`src/rtl/elevator_pkg.sv`:
```
// Shared floor, direction and state codes for the four-stop elevator scheduler.
package elevator_pkg;

  localparam int unsigned FLOOR_W    = 2;
  localparam int unsigned DIR_W      = 2;
  localparam int unsigned NUM_FLOORS = 4;

  typedef enum logic [FLOOR_W-1:0] {
    FLOOR_M1 = 2'b00,
    FLOOR_1  = 2'b01,
    FLOOR_2  = 2'b10,
    FLOOR_3  = 2'b11
  } floor_e;

  typedef enum logic [DIR_W-1:0] {
    DIR_IDLE = 2'b00,
    DIR_UP   = 2'b01,
    DIR_DOWN = 2'b10
  } dir_e;

  typedef enum logic [1:0] {
    ST_IDLE       = 2'b00,
    ST_MOVING     = 2'b01,
    ST_DOORS_OPEN = 2'b10
  } state_e;

  // One-hot mask of a single floor index.
  function automatic logic [NUM_FLOORS-1:0] floor_bit(input logic [FLOOR_W-1:0] f);
    return 4'b0001 << f;
  endfunction

  // Floors strictly above f.
  function automatic logic [NUM_FLOORS-1:0] above_mask(input logic [FLOOR_W-1:0] f);
    return 4'hF << (3'(f) + 3'd1);
  endfunction

  // Floors strictly below f.
  function automatic logic [NUM_FLOORS-1:0] below_mask(input logic [FLOOR_W-1:0] f);
    return ~(4'hF << f);
  endfunction

endpackage

```
`src/rtl/elevator_tick_counter.sv`:
```
// Shared move/dwell timer: counts 0..term, done_c high on the last cycle, then wraps.
module elevator_tick_counter #(
  parameter int unsigned CTR_W = 34
) (
  input  logic             clk,
  input  logic             rst_n,
  input  logic             clr,
  input  logic [CTR_W-1:0] term,
  output logic             done_c
);

  logic [CTR_W-1:0] cnt;

  assign done_c = (cnt == term);

  // Count up, returning to zero on terminal count or while held clear.
  always_ff @(posedge clk or negedge rst_n) begin
    if (!rst_n) begin
      cnt <= '0;
    end else if (clr || done_c) begin
      cnt <= '0;
    end else begin
      cnt <= cnt + CTR_W'(1);
    end
  end

endmodule

```
`src/rtl/elevator_scheduler.sv`:
```
// SCAN call scheduler: latches calls, picks direction/next stop, times moves and door dwell.
module elevator_scheduler #(
  parameter int unsigned TICK_DIV    = 50000000,
  parameter int unsigned DOOR_CYCLES = 100000000,
  parameter int unsigned CTR_W       = 34
) (
  input  logic       clk,
  input  logic       rst_n,
  input  logic [3:0] call_req,
  output logic [1:0] piso,
  output logic [1:0] direccion,
  output logic       puertas_abiertas,
  output logic [3:0] pending,
  output logic       busy
);

  import elevator_pkg::*;

  localparam logic [CTR_W-1:0] MOVE_TERM = CTR_W'(TICK_DIV - 1);
  localparam logic [CTR_W-1:0] DOOR_TERM = CTR_W'(DOOR_CYCLES - 1);

  state_e           state;
  logic [3:0]       above;
  logic [3:0]       below;
  logic [3:0]       ahead;
  logic [3:0]       behind;
  logic [3:0]       clear_mask;
  logic [1:0]       next_floor;
  logic             open_idle;
  logic             arrive;
  logic             ctr_clr;
  logic [CTR_W-1:0] term;
  logic             done_c;

  // Shared timer; held at zero in IDLE so every MOVING/DOORS_OPEN entry starts from 0.
  elevator_tick_counter #(.CTR_W(CTR_W)) u_tick (
    .clk    (clk),
    .rst_n  (rst_n),
    .clr    (ctr_clr),
    .term   (term),
    .done_c (done_c)
  );

  // Request geometry relative to the current floor, and the floor-bit to clear this edge.
  always_comb begin
    above  = pending & above_mask(piso);
    below  = pending & below_mask(piso);
    ahead  = above;
    behind = below;
    if (direccion == DIR_DOWN) begin
      ahead  = below;
      behind = above;
    end

    next_floor = piso;
    if (direccion == DIR_UP && piso != FLOOR_3) begin
      next_floor = piso + 2'd1;
    end else if (direccion == DIR_DOWN && piso != FLOOR_M1) begin
      next_floor = piso - 2'd1;
    end

    open_idle = (state == ST_IDLE) && pending[piso];
    arrive    = (state == ST_MOVING) && done_c && pending[next_floor];

    // Calls for the open floor are absorbed for the whole dwell.
    clear_mask = '0;
    if (state == ST_DOORS_OPEN || open_idle) begin
      clear_mask = floor_bit(piso);
    end else if (arrive) begin
      clear_mask = floor_bit(next_floor);
    end

    term    = (state == ST_DOORS_OPEN) ? DOOR_TERM : MOVE_TERM;
    ctr_clr = (state == ST_IDLE);
  end

  // Scheduler FSM with registered floor, direction, door, pending and busy outputs.
  always_ff @(posedge clk or negedge rst_n) begin
    if (!rst_n) begin
      state            <= ST_IDLE;
      piso             <= FLOOR_1;
      direccion        <= DIR_IDLE;
      puertas_abiertas <= 1'b0;
      pending          <= '0;
      busy             <= 1'b0;
    end else begin
      pending <= (pending | call_req) & ~clear_mask;
      case (state)
        ST_IDLE: begin
          if (open_idle) begin
            state            <= ST_DOORS_OPEN;
            puertas_abiertas <= 1'b1;
            direccion        <= DIR_IDLE;
            busy             <= 1'b1;
          end else if (|above) begin
            state     <= ST_MOVING;
            direccion <= DIR_UP;
            busy      <= 1'b1;
          end else if (|below) begin
            state     <= ST_MOVING;
            direccion <= DIR_DOWN;
            busy      <= 1'b1;
          end
        end
        ST_MOVING: begin
          if (done_c) begin
            piso <= next_floor;
            if (arrive) begin
              state            <= ST_DOORS_OPEN;
              puertas_abiertas <= 1'b1;
            end
          end
        end
        ST_DOORS_OPEN: begin
          if (done_c) begin
            puertas_abiertas <= 1'b0;
            if (|ahead) begin
              state     <= ST_MOVING;
              direccion <= (direccion == DIR_DOWN) ? DIR_DOWN : DIR_UP;
            end else if (|behind) begin
              state     <= ST_MOVING;
              direccion <= (direccion == DIR_DOWN) ? DIR_UP : DIR_DOWN;
            end else begin
              state     <= ST_IDLE;
              direccion <= DIR_IDLE;
              busy      <= 1'b0;
            end
          end
        end
        default: begin
          state            <= ST_IDLE;
          direccion        <= DIR_IDLE;
          puertas_abiertas <= 1'b0;
          busy             <= 1'b0;
        end
      endcase
    end
  end

endmodule

```
`config.mk`:
```
export PLATFORM = sky130hd
export DESIGN_NAME = elevator_scheduler
export DESIGN_NICKNAME = d
export VERILOG_FILES = /design/src/rtl/elevator_pkg.sv /design/src/rtl/elevator_tick_counter.sv /design/src/rtl/elevator_scheduler.sv
export SDC_FILE = /design/constraint.sdc
export NUM_CORES = 1
export LEC_CHECK = 0
export ABC_AREA = 1
export CAP_MARGIN = 20
export CORE_MARGIN = 2
export CORE_UTILIZATION = 45
export CTS_BUF_LIST = sky130_fd_sc_hd__clkbuf_2
export DETAILED_ROUTE_END_ITERATION = 6
export DONT_BUFFER_PORTS = 1
export GPL_ROUTABILITY_DRIVEN = 0
export SLEW_MARGIN = 25
export SYNTH_ARGS = -nofsm -noshare
export SYNTH_HDL_FRONTEND = slang
export SYNTH_HIERARCHICAL = 1
export SYNTH_SLANG_ARGS = --single-unit
export TNS_END_PERCENT = 50
```
`constraint.sdc`:
```
create_clock -name clk -period 4.7 [get_ports clk]
set_input_delay 0.47 -clock clk [delete_from_list [all_inputs] [get_ports clk]]
set_output_delay 0.47 -clock clk [all_outputs]
set_load 0.03 [all_outputs]
```
==> impl_results.md, run 1 <==
- Largest net degree at the start of global routing: 47
- Layout overhead on the synthesized area: 7.53%
- Critical path startpoint: state[1]
- Worst-margin pin slew: 0.551 ns
- CP delay by family, top: simple AND/OR/NAND/NOR gates
- Reg-to-reg critical path endpoint: busy
- Hold Buf Count CTS: 2
- Global-route wire length before repair: 13.3 mm
- Cell Area, Placed: 3580 sq um
- EDFF count, synth: 0
- Stages on worst setup path: 17
- Peak supply drop: 0.0835 mV
- Max incr delay on CP: 0.45 ns
- Synth Flop Type: dfrtp_1
- Setup TNS: 0 ns
- WP buf/inv: 4
- Router iterations before antenna repair: 4
- Post-synthesis mux area share: 0%
- Pleak: 0.00169 uW
- CP arrival: 3.02 ns
- DR vias/cell: 4.74
- Max-slew violations: 0
- Clock Pin Slew Worst Setup and Hold Paths: 0.25 ns
- Worst R2R Setup Slack: 2.03 ns
- Sw Ratio: 25.6%
- Yosys reg bits: 46
- Compound-Gate Fraction of Synth Area: 5.25%
- Hpwl dp: 6.02 mm
- Worst path cell trace: inv_1 -> nor2_2 -> inv_2 -> xnor2_1 -> nand2_1 -> nor2_1 -> nand2_1 -> nor2_1 -> nand3_2 -> inv_1 -> nor2_1 -> inv_1 -> o21ai_2 -> nor2_2 -> nand2_1 -> nand2_1 -> o31ai_1
- Diodes inserted: 0
- WP data required: 5.05 ns
- Synth Area in Adders: 2.57%
- Post-CTS Setup Bufs: 0
- Initial antenna violation count: 0
- Largest family of logic cells by synthesized area: simple AND/OR/NAND/NOR gates
- Post-Synthesis Cells: 461
- Unrepaired setup endpoints after global routing: no
- WL met2: 3.38 mm
- Final Hold Viols: 0
- Remaining DRCs: 0
- Avg Inst Size Synth: 7.39 sq um
- Worst relative slew slack: 63.2%
- Seq pwr share: 66.8%
- Met3 wire len: 297 um
- Setup CP Type: reg -> reg
- Iteration-0 DRC Markers: 183
- Largest fanout on the critical path: 9
- Die Wd: 91.0 um
- Status: finished, final reports clean
- Total number of vias: 2807
- FF-to-FF path depth: 17
- Final WL: 7.66 mm
- Vias in the first global route: 2770
- Port buffer count: 0
- Post-route minimum period: 2.67 ns
- Max Clock Freq: 374 MHz
- Core Rows: 31
- Cell area power density: 162 nW/um^2
- Wl on met1: 3.90 mm
- Die height: 91.0 um
- Post-synth top area share: 33.1%
- Starting Density: 46.7%
- Clock power share: 28.2%
- Top Metal Used: met4
- Period utilization: 56.8%
- Hold Crit Endpoint: pending[0]
- Io pins: 16
- Inserted Clock Buffers: 5
- Setup crit end kind: flip-flop
- Synth cell types: 40
- GRT Overall Usage: 20.0%
- Routed len/inst: 12.9 um
- Grt total ovfl: 0
- Area contributors post-synth: dfrtp_1 33%, nand2_1 13%, nor2_1 9.1%
- Synthesis Warnings: 6
- Clk root buf: clkbuf_2
- # resized after CTS: 0
- Final Skew: 0.0274 ns
- Synth Area in XOR/XNOR: 14.4%
- Layout cells sized above 1: 11.0%
- Pwr Total: 594 uW
- CTS Sinks: 46
- Logic pwr share: 5.0%
- Async S/R FF share, synth: 100%
- Latest clock arrival within the worst-skew pair: 0.43 ns
- Worst hold stages: 4
- Worst reg2reg startpoint: state[1]
- Worst-case clock buffer depth: 2
- Commonest non-fill, non-tap cell in the layout: nand2_1
- # setup viols final: 0
- Most frequent cells in the layout: 114 x nand2_1, 83 x nor2_1, 48 x inv_1
- Seq/Total Area, Yosys: 33.8%
- Largest area contributor in the netlist: dfrtp_1
- Core area: 7290 sq um
- Switching power total: 152 uW
- P_int: 442 uW
- Antenna Nets Post-Route: 0
- CP dominant cell by count: nand2_1
- Cell area after synthesis: 3410 sq um
- Hold_sp: call_req[0]
- Fin area: 3660 sq um
- Max_cap viols: 0
- Die area: 8280 sq um
- Final net count: 505
- Post-Synth Simple-Gate Area: 36.4%
- Crit path max-delay cell type: dfrtp_1
- HP Class: in -> reg
- H-tree levels: 2
- CTS tree: yes
- Crit start category: flip-flop
- Fillers: 779
==> per-layer routing <==
layer  vias up  track usage (%)
met5         -                0
met4         0             4.92
met3         7             2.57
met2        46             31.7
met1      1293             29.1
li1       1461                -
==> tightest hold or removal path: cells and delay by family <==
family	cells	cell delay [ns]
compound gates	2	0.13
buf+inv	1	0.04
simple gates	1	0.08
==> per-stage QoR <==
step	cells	utilization (%)	hold slack, ns	worst slack [ns]
2_1_floorplan	489	-	0.174	2.57
3_3_place_gp	582	49.1	0.176	2.03
3_5_place_dp	582	49.1	0.177	2.02
4_1_cts	592	50.2	0.244	1.99
5_1_grt	592	50.2	0.253	1.60
6_report	592	50.2	0.284	2.03
==> cell type report <==
type | count | area [sq um] | area share, %
repair buffers | 2 | 37.5 | 1.02
inverters | 53 | 199 | 5.43
multi-input cells | 384 | 2110 | 57.6
clock inverters | 3 | 16.3 | 0.444
flip-flops and latches | 46 | 1150 | 31.5
well taps | 99 | 124 | 3.38
clock buffers | 5 | 25.0 | 0.683
==> how the worst max path moves through the flow <==
stage	slack, ns	to
finish	2.03	busy
global route	1.60	busy
CTS	1.99	busy
detailed placement	2.02	busy
global placement	2.03	busy
floorplan	2.57	puertas_abiertas
==> cell families (layout without fill, tap and decap cells) <==
kind of cell / count (synthesis) / after routing
AOI/OAI and AO/OA: 31 / 31
xor gates and xnor gates: 56 / 56
adders and majority gates: 7 / 7
buffers and inverters: 59 / 63
DFF: 46 / 46
other: 2 / 30
and+or+nand+nor: 260 / 260
==> flip-flops by register name, indices dropped and copies added, names as in the netlist <==
name	count
u_tick/cnt	34
pending	4
direccion	2
piso	2
state	2
busy	1
puertas_abiertas	1
==> power groups by stage <==
stage | logic [uW] | registers (uW) | clock network [uW]
after CTS | 30.1 | 397 | 177
after global placement | 17.8 | 403 | 0
final | 29.7 | 397 | 167
after floorplan | 16.0 | 403 | 0
after global routing | 35.1 | 397 | 194
after detailed placement | 18.0 | 403 | 0
==> synthesized netlist by cell type, types with 5 or more instances <==
| cell type | n |
|---|---|
| nand2_2 | 8 |
| nor2_2 | 6 |
| xor2_1 | 28 |
| ha_1 | 7 |
| dfrtp_1 | 45 |
| nor3_1 | 7 |
| inv_1 | 48 |
| xnor2_1 | 28 |
| a21oi_1 | 10 |
| inv_2 | 5 |
| nand2_4 | 5 |
| nor2_1 | 83 |
| nand3_2 | 5 |
| nand2_1 | 114 |
| nand4_1 | 12 |
| o21ai_0 | 10 |
| nor2_4 | 5 |
Note: power is estimated with default switching activity, not from simulation.
==> run 2: changes to the inputs <==
==> constraint.sdc (replaced) <==
create_clock -name clk -period 2.76 [get_ports clk]
set_input_delay 0.276 -clock clk [delete_from_list [all_inputs] [get_ports clk]]
set_output_delay 0.276 -clock clk [all_outputs]
set_load 0.03 [all_outputs]
==> run 2 against run 1 <==
Largest power group unchanged. Fmax is 20% higher. Register-to-register slack worse by 1.5 ns. Clock-buffer cell count is 1 higher.
==> impl_results.md, run 2 (synthesis results as in run 1) <==
- Layout overhead on the synthesized area: 8.63%
- Latest clock arrival within the worst-skew pair: 0.42 ns (about the same)
- Layout cells sized above 1: 11.3% (+0.36 points)
- Vias in the first global route: 2763 (-0.25%)
- CP delay by family, top: simple AND/OR/NAND/NOR gates
- Final WL: 7.76 mm (+1.3%)
- Global-route wire length before repair: 13.6 mm (+2.5%)
- Core Rows: 31 (unchanged)
- Setup crit end kind: flip-flop
- CP arrival: 2.59 ns (-0.43 ns)
- CTS Sinks: 46 (unchanged)
- Setup TNS: 0 ns (unchanged)
- Peak supply drop: 0.161 mV (+93%)
- Starting Density: 46.7% (unchanged)
- Worst R2R Setup Slack: 0.53 ns (-1.50 ns)
- FF-to-FF path depth: 14 (-3)
- Cell area power density: 298 nW/um^2 (+84%)
- Stages on worst setup path: 14 (-3)
- Status: finished, final reports clean
- CTS tree: yes
- Worst path cell trace: inv_2 -> ha_1 -> inv_1 -> nand3_2 -> nand2_1 -> o21ai_2 -> a21boi_2 -> nand2_1 -> nand2_1 -> nand2_2 -> nand2_4 -> nand2_1 -> nand2_1 -> nand2_1
- Clk root buf: clkbuf_2
- Clock Pin Slew Worst Setup and Hold Paths: 0.24 ns (about the same)
- Port buffer count: 0 (unchanged)
- Routed len/inst: 13.1 um (+0.94%)
- CP dominant cell by count: nand2_1
- Max_cap viols: 0 (unchanged)
- Largest net degree at the start of global routing: 47 (unchanged)
- Multi-input gate area: 2110 sq um (unchanged)
- Router iterations before antenna repair: 4 (unchanged)
- WP data required: 3.11 ns (-1.94 ns)
- Remaining DRCs: 0 (unchanged)
- Max-slew violations: 0 (unchanged)
- FF/Latch Area: 1150 sq um (unchanged)
- Biggest registers after layout: u_tick/cnt x34, pending x4
- Pleak: 0.00171 uW (+1.3%)
- Biggest register: u_tick/cnt
- Setup CP Type: reg -> reg
- Die area: 8280 sq um (unchanged)
- Initial antenna violation count: 0 (unchanged)
- Final net count: 507 (+0.40%)
- Total number of vias: 2750 (-2.0%)
- Core area: 7290 sq um (unchanged)
- Reg-to-reg critical path endpoint: puertas_abiertas
- Hold Crit Endpoint: pending[2]
- # setup viols final: 0 (unchanged)
- Final Skew: 0.0177 ns (-0.00962 ns)
- Max incr delay on CP: 0.71 ns (+0.26 ns)
- Max reg flops: 34 (unchanged)
- Diodes inserted: 0 (unchanged)
- Die height: 91.0 um (unchanged)
- Io pins: 16 (unchanged)
- Die Wd: 91.0 um (unchanged)
- Crit path max-delay cell type: dfrtp_1
- HP Class: in -> reg
- Unrepaired setup endpoints after global routing: no
- Largest fanout on the critical path: 8 (-1)
- H-tree levels: 2 (unchanged)
- Worst reg2reg startpoint: piso[1]
- Final Hold Viols: 0 (unchanged)
- Fin Hold WS: 0.0816 ns (-0.202 ns)
- DR vias/cell: 4.63 (-2.4%)
- Max Clock Freq: 448 MHz (+20%)
- Crit start category: flip-flop
- Antenna Nets Post-Route: 0 (unchanged)
- Iteration-0 DRC Markers: 147 (-20%)
- Grt total ovfl: 0 (unchanged)
- GRT Overall Usage: 20.5% (+0.52 points)
- Most frequent cells in the layout: 114 x nand2_1, 83 x nor2_1, 48 x inv_1
- Worst-case clock buffer depth: 2 (unchanged)
- Inserted Clock Buffers: 5 (unchanged)
- Worst hold stages: 4 (unchanged)
- Period utilization: 80.9% (+24 points)
- Hold_sp: call_req[2]
- WP buf/inv: 2 (-2)
- Post-route minimum period: 2.23 ns (-0.439 ns)
- Fillers: 775 (-0.51%)
- Hpwl dp: 6.00 mm (-0.34%)
- Commonest non-fill, non-tap cell in the layout: nand2_1
[run 2: changes by cell type in the layout (fill, tap and decap cells not counted), sizes merged]
| cell | delta |
|---|---|
| clkbuf | +1 |
| bufinv | +1 |
| clkinvlp | -1 |
| buf | +2 |
| clkinv | -1 |
[run 2: worst max-delay path by stage]
stage,start,slack [ns],endpoint
after floorplan,piso[0],0.63,puertas_abiertas
after global placement,piso[0],0.60,puertas_abiertas
after detailed placement,piso[1],0.55,puertas_abiertas
after CTS,state[1],0.53,busy
after global routing,piso[1],0.25,puertas_abiertas
final,piso[1],0.53,puertas_abiertas
[run 2: where the power goes]
group          total, uW  internal, uW     switching [uW]
sequential           675           675  0.000000000000384
clock                376           154                222
combinational       50.7          18.6               32.1
[run 2: final cells by class]
type                    instances  share of cell area, %
clock buffers                   6                  0.812
repair buffers                  4                   1.42
inverters                      53                   5.38
clock inverters                 2                  0.913
flip-flops and latches         46                   31.1
well taps                      99                   3.35
multi-input cells             384                   57.0
[run 2: worst min-delay path: stages]
cell,delay [ns]
nor2_1,0.07
a21oi_1,0.05
o21ai_0,0.07
inv_1,0.04
[run 2: timing repair]
action	in CTS	in global routing
hold buffers	2	0
hold endpoints to repair	46	0
gates resized for setup	0	0
buffers inserted	0	0
[run 2: routing by layer]
layer | track usage [%] | part of all wire, % | up-vias
met1 | 29.8 | 51 | 1245
met5 | 0 | 0 | -
met2 | 33.1 | 45 | 42
met4 | 4.17 | 0.77 | 0
met3 | 2.57 | 3.3 | 5
li1 | - | - | 1458
[run 2: stage by stage]
step / utilization [%] / std cells / worst slack (ns) / instance area [sq um] / power, uW
CTS: 50.7 / 594 / 0.529 / 3700 / 1120
global placement: 49.3 / 584 / 0.603 / 3600 / 718
finish: 50.7 / 594 / 0.528 / 3700 / 1100
detailed placement: 49.3 / 584 / 0.554 / 3600 / 718
floorplan: - / 489 / 0.632 / 3510 / 714
global route: 50.7 / 594 / 0.251 / 3700 / 1150
